**src/rtl/axis_pkt_gen.sv**
```systemverilog
// AXI-stream packet generator: fixed-length packets with incrementing
// payload, rotating last-beat mty, idle gaps and periodic drop marking.
module axis_pkt_gen #(
  parameter int DATA_WIDTH = 8,
  parameter int MTY_WIDTH  = 8,
  parameter int LEN_WIDTH  = 16,
  parameter int NUM_WIDTH  = 16,
  parameter int GAP_WIDTH  = 8
) (
  input  logic                  aclk,
  input  logic                  areset,
  input  logic                  start,
  input  logic                  stop,
  input  logic [LEN_WIDTH-1:0]  cfg_pkt_len,
  input  logic [NUM_WIDTH-1:0]  cfg_pkt_num,
  input  logic [GAP_WIDTH-1:0]  cfg_gap,
  input  logic [MTY_WIDTH-1:0]  cfg_mty_base,
  input  logic [NUM_WIDTH-1:0]  cfg_drop_every,
  output logic                  m_axis_tvalid,
  output logic [DATA_WIDTH-1:0] m_axis_tdata,
  output logic                  m_axis_tlast,
  output logic [MTY_WIDTH-1:0]  m_axis_tuser_mty,
  input  logic                  m_axis_tready,
  output logic                  drop_incmpt_pkt,
  output logic                  busy,
  output logic                  done,
  output logic [NUM_WIDTH-1:0]  pkt_sent,
  output logic [31:0]           beat_sent
);

  typedef enum logic [1:0] {
    S_IDLE,
    S_SEND,
    S_GAP
  } state_t;

  state_t                state_q;
  logic [LEN_WIDTH-1:0]  len_q;
  logic [LEN_WIDTH-1:0]  beat_idx_q;
  logic [NUM_WIDTH-1:0]  num_q;
  logic [NUM_WIDTH-1:0]  de_q;
  logic [NUM_WIDTH-1:0]  drop_cnt_q;
  logic [NUM_WIDTH-1:0]  pkt_sent_q;
  logic [GAP_WIDTH-1:0]  gap_q;
  logic [GAP_WIDTH-1:0]  gap_cnt_q;
  logic [MTY_WIDTH-1:0]  pkt_mty_q;
  logic                  tvalid_q;
  logic [DATA_WIDTH-1:0] tdata_q;
  logic                  tlast_q;
  logic [MTY_WIDTH-1:0]  tmty_q;
  logic                  drop_q;
  logic                  busy_q;
  logic                  done_q;
  logic [31:0]           beat_sent_q;

  logic [LEN_WIDTH-1:0]  len_in;
  logic                  xfer;
  logic                  run_end;
  logic [MTY_WIDTH-1:0]  mty_inc;
  logic [NUM_WIDTH-1:0]  dcnt_inc;
  logic [LEN_WIDTH-1:0]  sel_idx_d;
  logic [LEN_WIDTH-1:0]  sel_len_d;
  logic [MTY_WIDTH-1:0]  sel_mty_d;
  logic [NUM_WIDTH-1:0]  sel_dcnt_d;
  logic [NUM_WIDTH-1:0]  sel_de_d;
  logic                  nb_last_d;
  logic [DATA_WIDTH-1:0] nb_data_d;
  logic [MTY_WIDTH-1:0]  nb_mty_d;
  logic                  nb_drop_d;

  assign len_in   = (cfg_pkt_len == '0) ? LEN_WIDTH'(1) : cfg_pkt_len;
  assign xfer     = tvalid_q & m_axis_tready;
  assign mty_inc  = pkt_mty_q + 1'b1;
  assign dcnt_inc = (drop_cnt_q == de_q - 1'b1) ? '0
                  : drop_cnt_q + 1'b1;
  assign run_end  = ((num_q != '0) &&
                     (pkt_sent_q + 1'b1 == num_q)) || stop;

  // Select the packet context of the beat presented after this edge
  always_comb begin
    sel_idx_d  = beat_idx_q + 1'b1;
    sel_len_d  = len_q;
    sel_mty_d  = pkt_mty_q;
    sel_dcnt_d = drop_cnt_q;
    sel_de_d   = de_q;
    unique case (state_q)
      S_IDLE: begin
        sel_idx_d  = '0;
        sel_len_d  = len_in;
        sel_mty_d  = cfg_mty_base;
        sel_dcnt_d = '0;
        sel_de_d   = cfg_drop_every;
      end
      S_GAP: begin
        sel_idx_d = '0;
      end
      S_SEND: begin
        if (tlast_q) begin
          sel_idx_d  = '0;
          sel_mty_d  = mty_inc;
          sel_dcnt_d = dcnt_inc;
        end
      end
      default: begin
        sel_idx_d = '0;
      end
    endcase
  end

  assign nb_last_d = (sel_idx_d == sel_len_d - 1'b1);
  assign nb_data_d = DATA_WIDTH'(sel_idx_d + 1'b1);
  assign nb_mty_d  = nb_last_d ? sel_mty_d : '0;
  assign nb_drop_d = nb_last_d && (sel_de_d != '0) &&
                     (sel_dcnt_d == sel_de_d - 1'b1);

  // Run FSM with registered stream, status and counter outputs
  always_ff @(posedge aclk) begin
    if (areset) begin
      state_q     <= S_IDLE;
      len_q       <= '0;
      beat_idx_q  <= '0;
      num_q       <= '0;
      de_q        <= '0;
      drop_cnt_q  <= '0;
      pkt_sent_q  <= '0;
      gap_q       <= '0;
      gap_cnt_q   <= '0;
      pkt_mty_q   <= '0;
      tvalid_q    <= 1'b0;
      tdata_q     <= '0;
      tlast_q     <= 1'b0;
      tmty_q      <= '0;
      drop_q      <= 1'b0;
      busy_q      <= 1'b0;
      done_q      <= 1'b0;
      beat_sent_q <= '0;
    end else begin
      done_q <= 1'b0;
      unique case (state_q)
        S_IDLE: begin
          if (start) begin
            len_q       <= len_in;
            num_q       <= cfg_pkt_num;
            gap_q       <= cfg_gap;
            pkt_mty_q   <= cfg_mty_base;
            de_q        <= cfg_drop_every;
            drop_cnt_q  <= '0;
            pkt_sent_q  <= '0;
            beat_sent_q <= '0;
            busy_q      <= 1'b1;
            beat_idx_q  <= sel_idx_d;
            tvalid_q    <= 1'b1;
            tdata_q     <= nb_data_d;
            tlast_q     <= nb_last_d;
            tmty_q      <= nb_mty_d;
            drop_q      <= nb_drop_d;
            state_q     <= S_SEND;
          end
        end
        S_SEND: begin
          if (xfer) begin
            beat_sent_q <= beat_sent_q + 1'b1;
            if (tlast_q) begin
              pkt_sent_q <= pkt_sent_q + 1'b1;
              pkt_mty_q  <= mty_inc;
              drop_cnt_q <= dcnt_inc;
              if (run_end) begin
                tvalid_q <= 1'b0;
                tdata_q  <= '0;
                tlast_q  <= 1'b0;
                tmty_q   <= '0;
                drop_q   <= 1'b0;
                busy_q   <= 1'b0;
                done_q   <= 1'b1;
                state_q  <= S_IDLE;
              end else if (gap_q == '0) begin
                beat_idx_q <= sel_idx_d;
                tdata_q    <= nb_data_d;
                tlast_q    <= nb_last_d;
                tmty_q     <= nb_mty_d;
                drop_q     <= nb_drop_d;
              end else begin
                tvalid_q  <= 1'b0;
                tdata_q   <= '0;
                tlast_q   <= 1'b0;
                tmty_q    <= '0;
                drop_q    <= 1'b0;
                gap_cnt_q <= gap_q - 1'b1;
                state_q   <= S_GAP;
              end
            end else begin
              beat_idx_q <= sel_idx_d;
              tdata_q    <= nb_data_d;
              tlast_q    <= nb_last_d;
              tmty_q     <= nb_mty_d;
              drop_q     <= nb_drop_d;
            end
          end
        end
        S_GAP: begin
          if (stop) begin
            busy_q  <= 1'b0;
            done_q  <= 1'b1;
            state_q <= S_IDLE;
          end else if (gap_cnt_q == '0) begin
            beat_idx_q <= sel_idx_d;
            tvalid_q   <= 1'b1;
            tdata_q    <= nb_data_d;
            tlast_q    <= nb_last_d;
            tmty_q     <= nb_mty_d;
            drop_q     <= nb_drop_d;
            state_q    <= S_SEND;
          end else begin
            gap_cnt_q <= gap_cnt_q - 1'b1;
          end
        end
        default: begin
          state_q <= S_IDLE;
        end
      endcase
    end
  end

  assign m_axis_tvalid    = tvalid_q;
  assign m_axis_tdata     = tdata_q;
  assign m_axis_tlast     = tlast_q;
  assign m_axis_tuser_mty = tmty_q;
  assign drop_incmpt_pkt  = drop_q;
  assign busy             = busy_q;
  assign done             = done_q;
  assign pkt_sent         = pkt_sent_q;
  assign beat_sent        = beat_sent_q;

endmodule

```
**config.mk**
```make
export PLATFORM = sky130hd
export DESIGN_NAME = axis_pkt_gen
export DESIGN_NICKNAME = d
export VERILOG_FILES = /design/src/rtl/axis_pkt_gen.sv
export SDC_FILE = /design/constraint.sdc
export NUM_CORES = 1
export LEC_CHECK = 0
export CORE_ASPECT_RATIO = 1.2
export CORE_MARGIN = 2
export CORE_UTILIZATION = 50
export CTS_CLUSTER_DIAMETER = 60
export DETAILED_ROUTE_END_ITERATION = 10
export DONT_BUFFER_PORTS = 1
export PLACE_DENSITY = 0.61
export SLEW_MARGIN = 0
export SYNTH_ARGS = -nofsm -noshare
export SYNTH_HDL_FRONTEND = slang
export SYNTH_SLANG_ARGS = --single-unit
```
**constraint.sdc**
```tcl
create_clock -name aclk -period 13.4 [get_ports aclk]
set_input_delay 0 -clock aclk [delete_from_list [all_inputs] [get_ports aclk]]
set_output_delay 0 -clock aclk [all_outputs]
set_load 0.05 [all_outputs]
```
### Word level (Yosys, flattened, before mapping)

Index checks and enable logic that the tools add are counted.

| storage, ports and cells | value |
|---|---|
| bits in registers | 175 |
| bits of input ports | 69 |
| logic and storage cells | 168 |

| cells by class | value |
|---|---|
| $add $sub $neg | 11 |
| eq/ne operators | 20 |
| muxes and demuxes | 96 |
| bitwise gates (word level) | 1 |
| reduce and logical (&&, ||, !) cells | 22 |

Operators by type and width:

| kind | number |
|---|---|
| $mux 16 | 18 |
| $mux 8 | 24 |
| $pmux 16 s2 | 3 |
| $eq 16x16->1 | 4 |
| $mux 32 | 2 |
| $pmux 32 s2 | 1 |
| $add 16x1->16 const B | 3 |
| $pmux 16 s3 | 1 |
| $pmux 8 s2 | 3 |
| $pmux 8 s3 | 2 |
| $sub 16x1->16 const B | 3 |
| $add 32x1->32 const B | 1 |
| $reduce_bool 16->1 | 2 |
| $mux 1 | 29 |
| $reduce_and 7->1 | 3 |
| $ne 2x2->1 const B | 10 |
| $add 8x1->8 const B | 2 |
| $logic_not 16->1 | 1 |
| $logic_not 8->1 | 2 |
| $sub 8x1->8 const B | 2 |
| $mux 2 | 7 |
| $ne 3x3->1 const B | 4 |
| $pmux 1 s3 | 4 |
| $reduce_and 5->1 | 2 |
| 14 further kinds | 17 |

### Logic depth before layout (Yosys ltp)

Gate-level depths: netlist of run 1.

| logic depth | value |
|---|---|
| depth in word-level cells | 12 |
| depth in mapped cells | 22 |

### Least setup slack after synthesis of run 1

OpenSTA, ideal clock, no wires.

| path | value |
|---|---|
| path type | register to register |
| start point | reg state_q[0] |
| end point | reg drop_q (netlist: drop_incmpt_pkt) |
| arrival | 5197 ps |
| required time | 13317 ps |
| slack | 8120 ps |
| cell stages (with the launch flop) | 21 |
| path buffers | 7 |
| path through | dfxtp_1 inv_1 ha_1 buf_4 buf_2 buf_2 buf_6 clkbuf_1 buf_1 clkbuf_1 mux2i_1 ha_1 nor4b_1 o22ai_2 o31a_1 o21ai_0 o21ai_0 a221o_2 a211o_1 or4_4 o31ai_4 |

| on the way | value |
|---|---|
| word-level cells in the longest chain between the ends | 11 |
| elaborated cells on any way between the ends | 28 |

RTL lines:

| item | RTL line | RTL |
|---|---|---|
| from (decl) | 37 | `state_t state_q;` |
| from (signal assigned) | 119 | `state_q <= S_IDLE;` |
| from (signal assigned) | 157 | `state_q <= S_SEND;` |
| from (signal assigned) | 175 | `state_q <= S_IDLE;` |
| $logic_not 2->1 | 86, 139 |  |
| $mux 16 | 86 | `unique case (state_q)` |
| $sub 16x1->16 | 110 | `assign nb_last_d = (sel_idx_d == sel_len_d - 1'b1);` |
| $eq 16x16->1 | 110 |  |
| $logic_and 1x1->1 (2 in a row) | 113 | `assign nb_drop_d = nb_last_d && (sel_de_d != '0) &&` |
| $mux 1 | 176 | `end else if (gap_q == '0) begin` |
| $mux 1 | 167 | `if (run_end) begin` |
| $mux 1 | 163 | `if (tlast_q) begin` |
| $mux 1 | 161 | `if (xfer) begin` |
| $pmux 1 s3 | 139 | `unique case (state_q)` |
| to (signal assigned) | 156 | `drop_q <= nb_drop_d;` |
| to (signal assigned) | 181 | `drop_q <= nb_drop_d;` |
| to (signal assigned) | 196 | `drop_q <= nb_drop_d;` |
| to (decl) | 51 | `logic drop_q;` |

Several ways; a longest one is shown, not always the timed one. The select of a mux whose other input is x is not followed.
A chain may end at the register's enable or synchronous reset.

### Worst setup path after layout of run 1

Ends and elaborated chain as after synthesis.

==> metrics.csv, run 1 <==
stage;metric;value;unit
global_routing;antenna_found_initial;0;
placement;port_buffers;0;
route;postRouteAntennaNets;0;
floorplanning;die_h;171;um
pwr;pwr-share-clk;23.8;%
setup_path;critPathMaxFanout;51;
pwr;p_int;1.18;mW
setup_path;critPathMaxStageDelay;0.56;ns
setup_path;cp.arrival;5.44;ns
global_routing;grt_pass1_vias;10602;
floorplanning;coreArea;22600;um^2
hold_path;min_path_type;primary input to flip-flop;
cells_and_area;fillCellCount;2171;
yosys;async_reset_ff_share;0;%
global_routing;grt_pass1_wl;55100;um
placement;place_congestion;0.930;
setup_path;r2r-start;state_q[0];
setup_path;worst_setup_path_end_kind;flip-flop;
setup_path;crit_required;13.75;ns
sta;tightest_slew;1.17;ns
clock_network;cts-htree-levels;4;
sta;rsz0062_at_grt;no;
flow_run;drv_cap;0;
floorplanning;dieArea;24400;um^2
setup_path;critical_path_class;flip-flop to flip-flop;
yosys;postSynthCellCount;1535;
sta;min_period;5.08;ns
clock_network;cts-root-buf;clkbuf_16;
setup_path;crit_path_end;drop_incmpt_pkt;
floorplanning;row_count;60;
route;vias;11138;
floorplanning;initial_core_util;51.2;%
setup_path;critPathTopFamily;compound AO/OA/AOI/OAI gates;
pwr;switching_share;44.0;%
setup_path;crit_start;state_q[0];
hold_path;hold_start;areset;
clock_network;numCtsBuffers;17;
cells_and_area;nNetsFinal;1615;
cells_and_area;area_growth;11.4;%
pwr;seqPwrFrac;31.3;%
pwr;ir_drop;0.101;mV
sta;max_freq;0.197;GHz
pwr;pwr-share-comb;44.8;%
yosys;synth_edf_count;0;
global_routing;track_usage;28.0;%
route;drtPass1Iterations;5;
clock_network;cts_resized;0;
sta;drv_slew;0;
clock_network;cts_num_sinks;175;
yosys;ys_seq_area_share;30.3;%
sta;fin_tns_setup;0;ns
cells_and_area;drive_above_1_share;6.08;%
yosys;syn_area_per_cell;7.53;um^2
outcome;outcome;finished, final reports clean;
global_routing;grt_max_degree;146;
setup_path;cp_cell_sequence;inv_1, ha_4, buf_4, mux2i_1, ha_1, nor4b_1, o22ai_2, o31a_1, o21ai_0, o21ai_0, a221o_2, a211o_1, or4_4, o31ai_4;
yosys;synth_cell_types;85;
yosys;synth_fp_nets;1618;
setup_path;r2r_end;drop_incmpt_pkt;
clock_network;cts_max_path_buffers;2;
route;routedWlPerCell;18.6;um
yosys;yosys_warnings;0;
route;drt-initial-drc-count;739;
sta;hold_violations;0;
route;wirelength;34500;um
clock_network;cts_tree;yes;
route;avgViaCountPerCell;6.00;
setup_path;crit_path_start_kind;flip-flop;
setup_path;reg2reg_slack;8.32;ns
sta;setup_violations;0;
route;remaining_drc_errors;0;
clock_network;clk_pin_slew;0.08;ns
setup_path;reg2reg_depth;14;
yosys;synthFlopType;dfxtp_1;
sta;fin_crit_sh;37.9;%
sta;clock_skew;0.0189;ns
setup_path;cp_num_cells;14;
sta;maxSlewHeadroom;21.7;%
clock_network;clock_latency;0.44;ns
yosys;synth_seq_cells;175;
yosys;syn_area;11600;um^2
pwr;p_leak;4.58;nW
global_routing;grt_overflow_total;0;
pwr;power_density;163;nW/um^2
setup_path;cp_common_cell;o21ai_0;
floorplanning;pin_count;138;
setup_path;crit_buf_inv;2;
placement;dpl.hpwl;23700;um
pwr;power;2.10;mW
pwr;switching_power;0.923;mW
setup_path;slowest_stage;buf_4;
floorplanning;die_x;143;um
==> sequential cells by signal, summed over array words and instances, names as in the netlist, 16 cells and up <==
| register | count |
|---|---|
| drop_cnt_q | 16 |
| de_q | 16 |
| beat_sent | 32 |
| pkt_sent | 16 |
| beat_idx_q | 16 |
| len_q | 16 |
| num_q | 16 |
==> metal layers <==
metal	track usage (%)	vias up	wire length, um
met3	4.51	61	1830
met5	0	-	0
met2	47.3	327	16500
li1	-	5512	-
met4	10.0	0	947
met1	36.0	5238	15200
==> Yosys cell counts, drive strengths merged (10+ instances only) <==
master	n	share of area, %
or4	11	0.78
dfxtp	175	30
nor4	30	1.7
a32oi	12	0.91
mux2	10	0.97
a21oi	142	6.1
a22oi	12	0.78
and3	21	1.1
nor2	169	5.5
o21ai	61	2.6
xnor2	71	5.4
nand2	217	7.0
buf	17	0.91
nor3	46	2.0
or3	24	1.3
inv	24	0.78
nand2b	14	0.76
and2	11	0.62
mux2i	55	4.8
ha	14	1.5
a211oi	11	0.71
clkbuf	83	3.1
nand4	28	1.5
nand3	54	2.3
xor2	60	4.5
==> power by group through the flow <==
stage / Clock [mW] / Combinational, mW / Sequential, mW
4_1_cts: 0.511 / 0.937 / 0.657
3_3_place_gp: 0 / 0.899 / 0.668
5_1_grt: 0.531 / 1.04 / 0.665
6_report: 0.501 / 0.941 / 0.658
3_5_place_dp: 0 / 0.904 / 0.669
2_1_floorplan: 0 / 0.741 / 0.639
==> how the worst min path moves through the flow <==
stage	endpoint	slack [ns]	depth (start not counted)
after floorplan	len_q[12]	0.14	2
final	m_axis_tdata[5]	0.006	2
after global routing	beat_idx_q[1]	0.03	2
after global placement	m_axis_tdata[6]	0.09	1
after detailed placement	m_axis_tdata[4]	0.09	1
after CTS	state_q[0]	0.02	4
==> cells in the final DEF, fill, tap and decap left out, types with 8 or more instances in the layout <==
master	synthesis	layout
a221oi_1	8	8
mux2_2	10	10
mux2i_1	55	55
a32oi_1	12	12
o21ai_0	60	60
ha_1	14	13
nor4_1	28	27
a31oi_1	8	8
dlygate4sd3_1	0	69
or2_2	8	8
nand2b_1	14	14
clkbuf_16	0	17
nor2_1	169	169
a21oi_1	142	142
or3b_2	8	8
a22oi_1	12	12
nor3_1	46	46
nand2_1	217	216
or3_1	20	20
xnor2_1	71	71
nand4_1	28	28
a211oi_1	11	11
buf_4	2	9
and3_1	21	21
inv_1	24	24
nand3_1	54	54
or4_1	9	9
xor2_1	60	60
dfxtp_1	175	175
==> repair_timing <==
action                                  4_1_cts  5_1_grt
endpoints found under the hold margin       145        0
hold buffers                                 70        0
endpoints found under the setup margin        0        0
setup buffers                                 0        0
==> cell type report <==
cell class                 count  area, um^2  area share [%]
tap                          310         388            3.01
sequential                   175        3500            27.2
multi-input combinational   1234        7520            58.4
clock inverter                15         165            1.28
clock buffer                  17         425            3.30
timing repair buffer          79         786            6.10
inverter                      25        93.8           0.728
antenna                        1        2.50          0.0194
==> cells by family (layout without fill, tap and decap cells) <==
family | Yosys count | in the layout | share of synthesized area, %
DFF | 175 | 175 | 30.3
muxes | 65 | 65 | 5.73
and+or+nand+nor | 682 | 682 | 28.7
xor gates and xnor gates | 132 | 132 | 10.1
buffers and inverters | 126 | 136 | 4.89
adders and majority gates | 14 | 14 | 1.51
AOI/OAI and AO/OA | 341 | 341 | 18.8
other | 0 | 1 | 0
==> through the flow <==
step / instances / hold slack [ns] / cell area, um^2 / setup slack (ns) / utilization, %
final: 1856 / 0.00620 / 12900 / 8.32 / 57.0
after global routing: 1855 / 0.0262 / 12900 / 7.96 / 57.0
after CTS: 1855 / 0.0220 / 12900 / 8.31 / 57.0
after detailed placement: 1753 / 0.0885 / 11600 / 8.36 / 51.2
after global placement: 1753 / 0.0860 / 11600 / 8.47 / 51.2
after floorplan: 1535 / 0.136 / 11600 / 8.12 / -
No activity file was read; power rests on OpenSTA's default activity.
==> run 2, diff against run 1 <==
--- a/config.mk
+++ b/config.mk
@@ -5,13 +5,14 @@
 export SDC_FILE = /design/constraint.sdc
 export NUM_CORES = 1
 export LEC_CHECK = 0
+export ABC_AREA = 1
 export CORE_ASPECT_RATIO = 1.2
 export CORE_MARGIN = 2
 export CORE_UTILIZATION = 50
 export CTS_CLUSTER_DIAMETER = 60
 export DETAILED_ROUTE_END_ITERATION = 10
 export DONT_BUFFER_PORTS = 1
-export PLACE_DENSITY = 0.61
+export PLACE_DENSITY = 0.64
 export SLEW_MARGIN = 0
 export SYNTH_ARGS = -nofsm -noshare
 export SYNTH_HDL_FRONTEND = slang
==> constraint.sdc (replaced) <==
create_clock -name aclk -period 4.3 [get_ports aclk]
set_input_delay 0 -clock aclk [delete_from_list [all_inputs] [get_ports aclk]]
set_output_delay 0 -clock aclk [all_outputs]
set_load 0.05 [all_outputs]
==> metrics.csv, run 2 <==
stage;metric;value;unit
yosys;synth_top_area_share;31.0;%
global_routing;grt_pass1_vias;10844;
placement;dpl.hpwl;23100;um
floorplanning;initial_core_util;50.7;%
yosys;syn_area_per_cell;6.25;um^2
setup_path;cp.arrival;3.95;ns
floorplanning;pin_count;138;
global_routing;grt_overflow_total;0;
clock_network;clock_latency;0.44;ns
setup_path;crit_path_start_kind;flip-flop;
yosys;ys_seq_area_share;31.0;%
route;drtPass1Iterations;7;
setup_path;crit_start;pkt_sent[1];
cells_and_area;fin_util;57.3;%
floorplanning;die_x;141;um
cells_and_area;area_growth;13.1;%
sta;fin_tns_setup;0;ns
outcome;outcome;finished, final reports clean;
global_routing;track_usage;26.7;%
floorplanning;row_count;60;
yosys;synth_cell_types;50;
global_routing;antenna_found_initial;2;
clock_network;cts_tree;yes;
setup_path;critical_path_class;flip-flop to flip-flop;
setup_path;crit_path_end;beat_idx_q[7];
clock_network;cts-htree-levels;4;
cells_and_area;n_antenna_cell;0;
setup_path;r2r-start;pkt_sent[1];
pwr;ir_drop;0.332;mV
pwr;power_density;570;nW/um^2
route;postRouteAntennaNets;0;
cells_and_area;final_common_cell;nand2_1;
placement;port_buffers;0;
yosys;async_reset_ff_share;0;%
global_routing;grt_pass1_wl;52300;um
cells_and_area;drive_above_1_share;6.12;%
route;remaining_drc_errors;0;
yosys;yosys_warnings;0;
sta;max_freq;0.276;GHz
yosys;synth_fp_nets;1890;
cells_and_area;fin_area;12800;um^2
hold_path;min_path_type;primary input to flip-flop;
yosys;synth_edf_count;0;
sta;clock_skew;0.0131;ns
clock_network;cts-root-buf;clkbuf_16;
clock_network;cts_resized;0;
yosys;yosysMostFrequentCell;nand2_1;
sta;tightest_slew;0.872;ns
flow_run;drv_cap;0;
setup_path;crit_required;4.63;ns
cells_and_area;largest_reg_flops;32;
sta;drv_slew;0;
clock_network;cts_num_sinks;175;
yosys;synth_area_leaders;dfxtp_1, nand2_1, inv_1;
route;wirelength;31700;um
cells_and_area;layout_common_cells;nand2_1, inv_1, dfxtp_1, a21oi_1, nor2_1;
global_routing;grt_max_degree;58;
yosys;yosysTopAreaCell;dfxtp_1;
clock_network;cts_setup_buffers;0;
route;routedWlPerCell;14.8;um
clock_network;cts_max_path_buffers;2;
clock_network;clk_pin_slew;0.07;ns
setup_path;worst_setup_path_end_kind;flip-flop;
clock_network;numCtsBuffers;17;
placement;dpl_cell_area;11500;um^2
yosys;synth_common_cells;nand2_1, inv_1, dfxtp_1;
setup_path;r2r_end;beat_idx_q[7];
sta;min_period;3.62;ns
floorplanning;coreArea;22300;um^2
route;vias;11472;
placement;placed_cells;2042;
floorplanning;die_h;169;um
route;drt-initial-drc-count;721;
setup_path;reg2reg_depth;20;
cells_and_area;nNetsFinal;1935;
yosys;synth_seq_cells;175;
yosys;syn_area;11300;um^2
sta;fin_crit_sh;84.2;%
route;avgViaCountPerCell;5.35;
pwr;p_leak;5.44;nW
sta;setup_violations;0;
yosys;synthFlopType;dfxtp_1;
cells_and_area;fin_cells;2143;
sta;rsz0062_at_grt;no;
yosys;postSynthCellCount;1807;
clock_network;cts_hold_buf;70;
sta;maxSlewHeadroom;41.8;%
setup_path;critPathMaxFanout;27;
setup_path;reg2reg_slack;0.68;ns
sta;hold_violations;0;
placement;place_congestion;0.892;
floorplanning;dieArea;23800;um^2
[run 2: cell count changes in the layout (fill, tap and decap cells not counted), sizes merged, moves of 51 or more]
cell and change:
inv +234, nand2 +218, o21ai +120, nand3 +81, mux2i -55, xnor2 -51
[run 2: worst min path at each step]
| stage | start | end | depth (start not counted) |
|---|---|---|---|
| finish | cfg_pkt_len[5] | len_q[0] | 7 |
| global route | cfg_pkt_len[5] | len_q[0] | 7 |
| CTS | cfg_pkt_len[5] | len_q[0] | 7 |
| detailed placement | areset | pkt_sent[15] | 1 |
| global placement | areset | pkt_sent[14] | 1 |
| floorplan | cfg_drop_every[10] | de_q[10] | 2 |
[run 2: worst max-delay path, stage by stage, from the launching register on]
cell,delay [ns]
dfxtp_1,0.31
buf_4,0.21
ha_1,0.27
nand2_1,0.10
nor2_2,0.16
nand2_1,0.12
nor2_1,0.22
nand2_1,0.13
nand2_1,0.09
nand2_1,0.05
nand2_1,0.05
nand3_1,0.06
nor3_1,0.21
nand4_1,0.20
nand3_1,0.11
nand2_1,0.08
nand2_4,0.15
inv_2,0.22
nor2_1,0.17
a211oi_2,0.04
dlygate4sd3_1,0.56
[run 2: power by group]
part	total, mW	switching (mW)	internal [mW]
clock network	1.52	0.740	0.779
logic	3.42	2.29	1.14
registers	2.33	0.399	1.93
[run 2: logic make-up after synthesis]
group,after synthesis,synth area share (%)
AOI/OAI and AO/OA,379,17.9
xor gates and xnor gates,62,4.93
adders and majority gates,14,1.55
buffers and inverters,321,11.3
DFF,175,31.0
and+or+nand+nor,856,33.3
[run 2: area by class of cell]
| class | instances | area (um^2) |
|---|---|---|
| clock buffer | 18 | 439 |
| clock inverter | 13 | 124 |
| inverter | 259 | 975 |
| multi-input combinational | 1311 | 6520 |
| timing repair buffer | 88 | 866 |
| tap | 279 | 349 |
| sequential | 175 | 3500 |
| fill | 2212 | 9520 |
[run 2: per-layer routing]
metal | track usage (%) | vias to the layer above | wire [um] | share of wire [%]
li1 | - | 5960 | - | -
met1 | 33.5 | 5168 | 14100 | 45
met2 | 45.6 | 295 | 14900 | 47
met3 | 6.00 | 47 | 1960 | 6.2
met4 | 8.57 | 2 | 676 | 2.1
met5 | 0 | - | 13 | 0.041
[run 2: metrics by stage]
| stage | hold WS (ns) | worst slack (ns) | total power [mW] |
|---|---|---|---|
| global route | 0.103 | 0.370 | 7.91 |
| finish | 0.0531 | 0.679 | 7.28 |
| detailed placement | 0.0786 | 0.921 | 5.69 |
| global placement | 0.0770 | 1.04 | 5.64 |
| CTS | 0.0519 | 0.655 | 7.28 |
| floorplan | 0.148 | 1.30 | 4.97 |
==> run 3, diff against run 2 <==
--- a/config.mk
+++ b/config.mk
@@ -12,7 +12,7 @@
 export CTS_CLUSTER_DIAMETER = 60
 export DETAILED_ROUTE_END_ITERATION = 10
 export DONT_BUFFER_PORTS = 1
-export PLACE_DENSITY = 0.64
+export PLACE_DENSITY = 0.61
 export SLEW_MARGIN = 0
 export SYNTH_ARGS = -nofsm -noshare
 export SYNTH_HDL_FRONTEND = slang
==> constraint.sdc (replaced) <==
create_clock -name aclk -period 3.6 [get_ports aclk]
set_input_delay 0 -clock aclk [delete_from_list [all_inputs] [get_ports aclk]]
set_output_delay 0 -clock aclk [all_outputs]
set_load 0.05 [all_outputs]
==> metrics.csv, run 3 (same netlist as run 2, synthesis figures left out) <==
stage;metric;value;unit
sta;fin_ws;0.392;ns
pwr;p_leak;5.65;nW
cells_and_area;multi_input_area;6530;um^2
clock_network;cts_num_sinks;175;
floorplanning;die_h;169;um
global_routing;track_usage;27.4;%
clock_network;clk_pin_slew;0.07;ns
cells_and_area;layout_common_cells;nand2_1, inv_1, dfxtp_1, a21oi_1, nor2_1;
global_routing;grt_max_degree;72;
route;routedWlPerCell;14.9;um
placement;dpl.hpwl;23700;um
global_routing;grt_pass1_vias;10978;
placement;pre_cts_ws;0.350;ns
sta;max_freq;0.312;GHz
setup_path;cp.arrival;3.58;ns
cells_and_area;fillCellCount;2186;
cells_and_area;nNetsFinal;1969;
cells_and_area;largest_reg_flops;32;
pwr;power_density;681;nW/um^2
cells_and_area;n_antenna_cell;0;
route;drt-initial-drc-count;656;
pwr;pwr-share-clk;22.1;%
sta;hold_violations;0;
floorplanning;pin_count;138;
sta;tightest_slew;1.01;ns
route;drtPass1Iterations;5;
cells_and_area;final_common_cell;nand2_1;
floorplanning;die_x;141;um
hold_path;min_path_type;primary input to flip-flop;
cells_and_area;area_growth;15.9;%
setup_path;critPathMaxFanout;13;
pwr;switching_power;4.14;mW
route;remaining_drc_errors;0;
outcome;outcome;finished, final reports clean;
cells_and_area;drive_above_1_share;7.95;%
route;postRouteAntennaNets;0;
setup_path;slowest_stage;dfxtp_1;
clock_network;cts_tree;yes;
clock_network;clock_latency;0.44;ns
sta;drv_slew;0;
global_routing;grt_pass1_wl;53600;um
clock_network;cts-htree-levels;4;
floorplanning;coreArea;22300;um^2
flow_run;drv_cap;0;
sta;min_period;3.21;ns
sta;clock_skew;0.0135;ns
setup_path;critical_path_class;flip-flop to flip-flop;
sta;rsz0062_at_grt;no;
floorplanning;row_count;60;
pwr;ir_drop;0.439;mV
route;wirelength;32500;um
pwr;power;8.92;mW
pwr;p_int;4.78;mW
clock_network;cts-root-buf;clkbuf_16;
placement;place_congestion;0.932;
cells_and_area;final-seq-area;3500;um^2
sta;fin_tns_setup;0;ns
route;vias;11648;
floorplanning;dieArea;23800;um^2
clock_network;numCtsBuffers;17;
setup_path;critPathMaxStageDelay;0.37;ns
clock_network;cts_setup_buffers;0;
setup_path;cp_cell_sequence;inv_1, ha_4, or2_2, nand2_2, ha_1, nand3_1, inv_1, nand2_1, xor2_1, xor2_1, nand2_1, nor3_1, nand4_1, nor2_4, o21ai_1, a21oi_1;
global_routing;grt_overflow_total;0;
sta;setup_violations;0;
pwr;pwr-share-comb;47.3;%
setup_path;critPathTopFamily;simple AND/OR/NAND/NOR gates;
route;avgViaCountPerCell;5.35;
sta;fin_crit_sh;89.1;%
floorplanning;initial_core_util;50.7;%
setup_path;crit_required;3.97;ns
global_routing;antenna_found_initial;0;
setup_path;crit_path_start_kind;flip-flop;
setup_path;crit_buf_inv;2;
placement;port_buffers;0;
sta;maxSlewHeadroom;32.3;%
setup_path;worst_setup_path_end_kind;flip-flop;
pwr;seqPwrFrac;30.7;%
pwr;switching_share;46.4;%
clock_network;cts_max_path_buffers;2;
==> run 3: cell types whose count changed in the layout (fill, tap and decap cells not counted), sizes merged <==
cell,change
dlygate4sd3,-1
buf,+35
clkbuf,-1
clkinvlp,+1
bufinv,+2
clkinv,-1
==> run 3: per-layer routing <==
layer	global-route usage (%)	routed length, um
met1	34.8	14300
met4	9.96	835
met5	0	0
met3	4.98	1870
met2	46.5	15400
==> run 3: tightest hold or removal path, delay by kind of cell <==
kind | cells | cell delay [ns]
simple gates | 2 | 0.20
compound gates | 1 | 0.09
buf+inv | 1 | 0.10
==> run 3: path summary, 6_finish.rpt <==
kind / from / end / slack, ns / cells past startpoint
worst max register to register: state_q[0] / m_axis_tuser_mty[6] / 0.39 / 16
worst min register to register: gap_cnt_q[5] / gap_cnt_q[5] / 0.46 / 2
worst max-delay path: state_q[0] / m_axis_tuser_mty[6] / 0.39 / 16
worst min-delay path: m_axis_tready / done / 0.03 / 4
==> run 3: cell type report <==
| type | instances | area share [%] |
|---|---|---|
| Multi-Input combinational cell | 1311 | 49.9 |
| Sequential cell | 175 | 26.8 |
| Timing Repair Buffer | 122 | 8.45 |
| Inverter | 259 | 7.45 |
| Clock buffer | 17 | 3.25 |
| Tap cell | 279 | 2.67 |
| Clock inverter | 15 | 1.50 |
==> run 3: power groups by stage <==
stage | Combinational [mW] | Sequential, mW | Clock, mW
after global routing | 4.79 | 2.79 | 2.08
after floorplan | 3.24 | 2.69 | 0
final | 4.22 | 2.73 | 1.97
after detailed placement | 4.09 | 2.76 | 0
after global placement | 4.04 | 2.76 | 0
after CTS | 4.18 | 2.73 | 2.01
==> run 3: through the flow <==
stage / hold slack, ns / instance area, um^2 / instances / utilization [%]
finish: 0.0274 / 13100 / 2178 / 58.7
global placement: 0.0746 / 11700 / 2077 / 52.7
global route: 0.0727 / 13100 / 2178 / 58.7
detailed placement: 0.0751 / 11700 / 2077 / 52.7
floorplan: 0.148 / 11300 / 1807 / -
CTS: 0.00134 / 13100 / 2178 / 58.7
==> run 3: what timing repair did <==
item | in CTS | in global routing
endpoints found under the setup margin | 0 | 10
hold buffers | 69 | 0
gates resized for setup | 0 | 1
endpoints found under the hold margin | 129 | 0
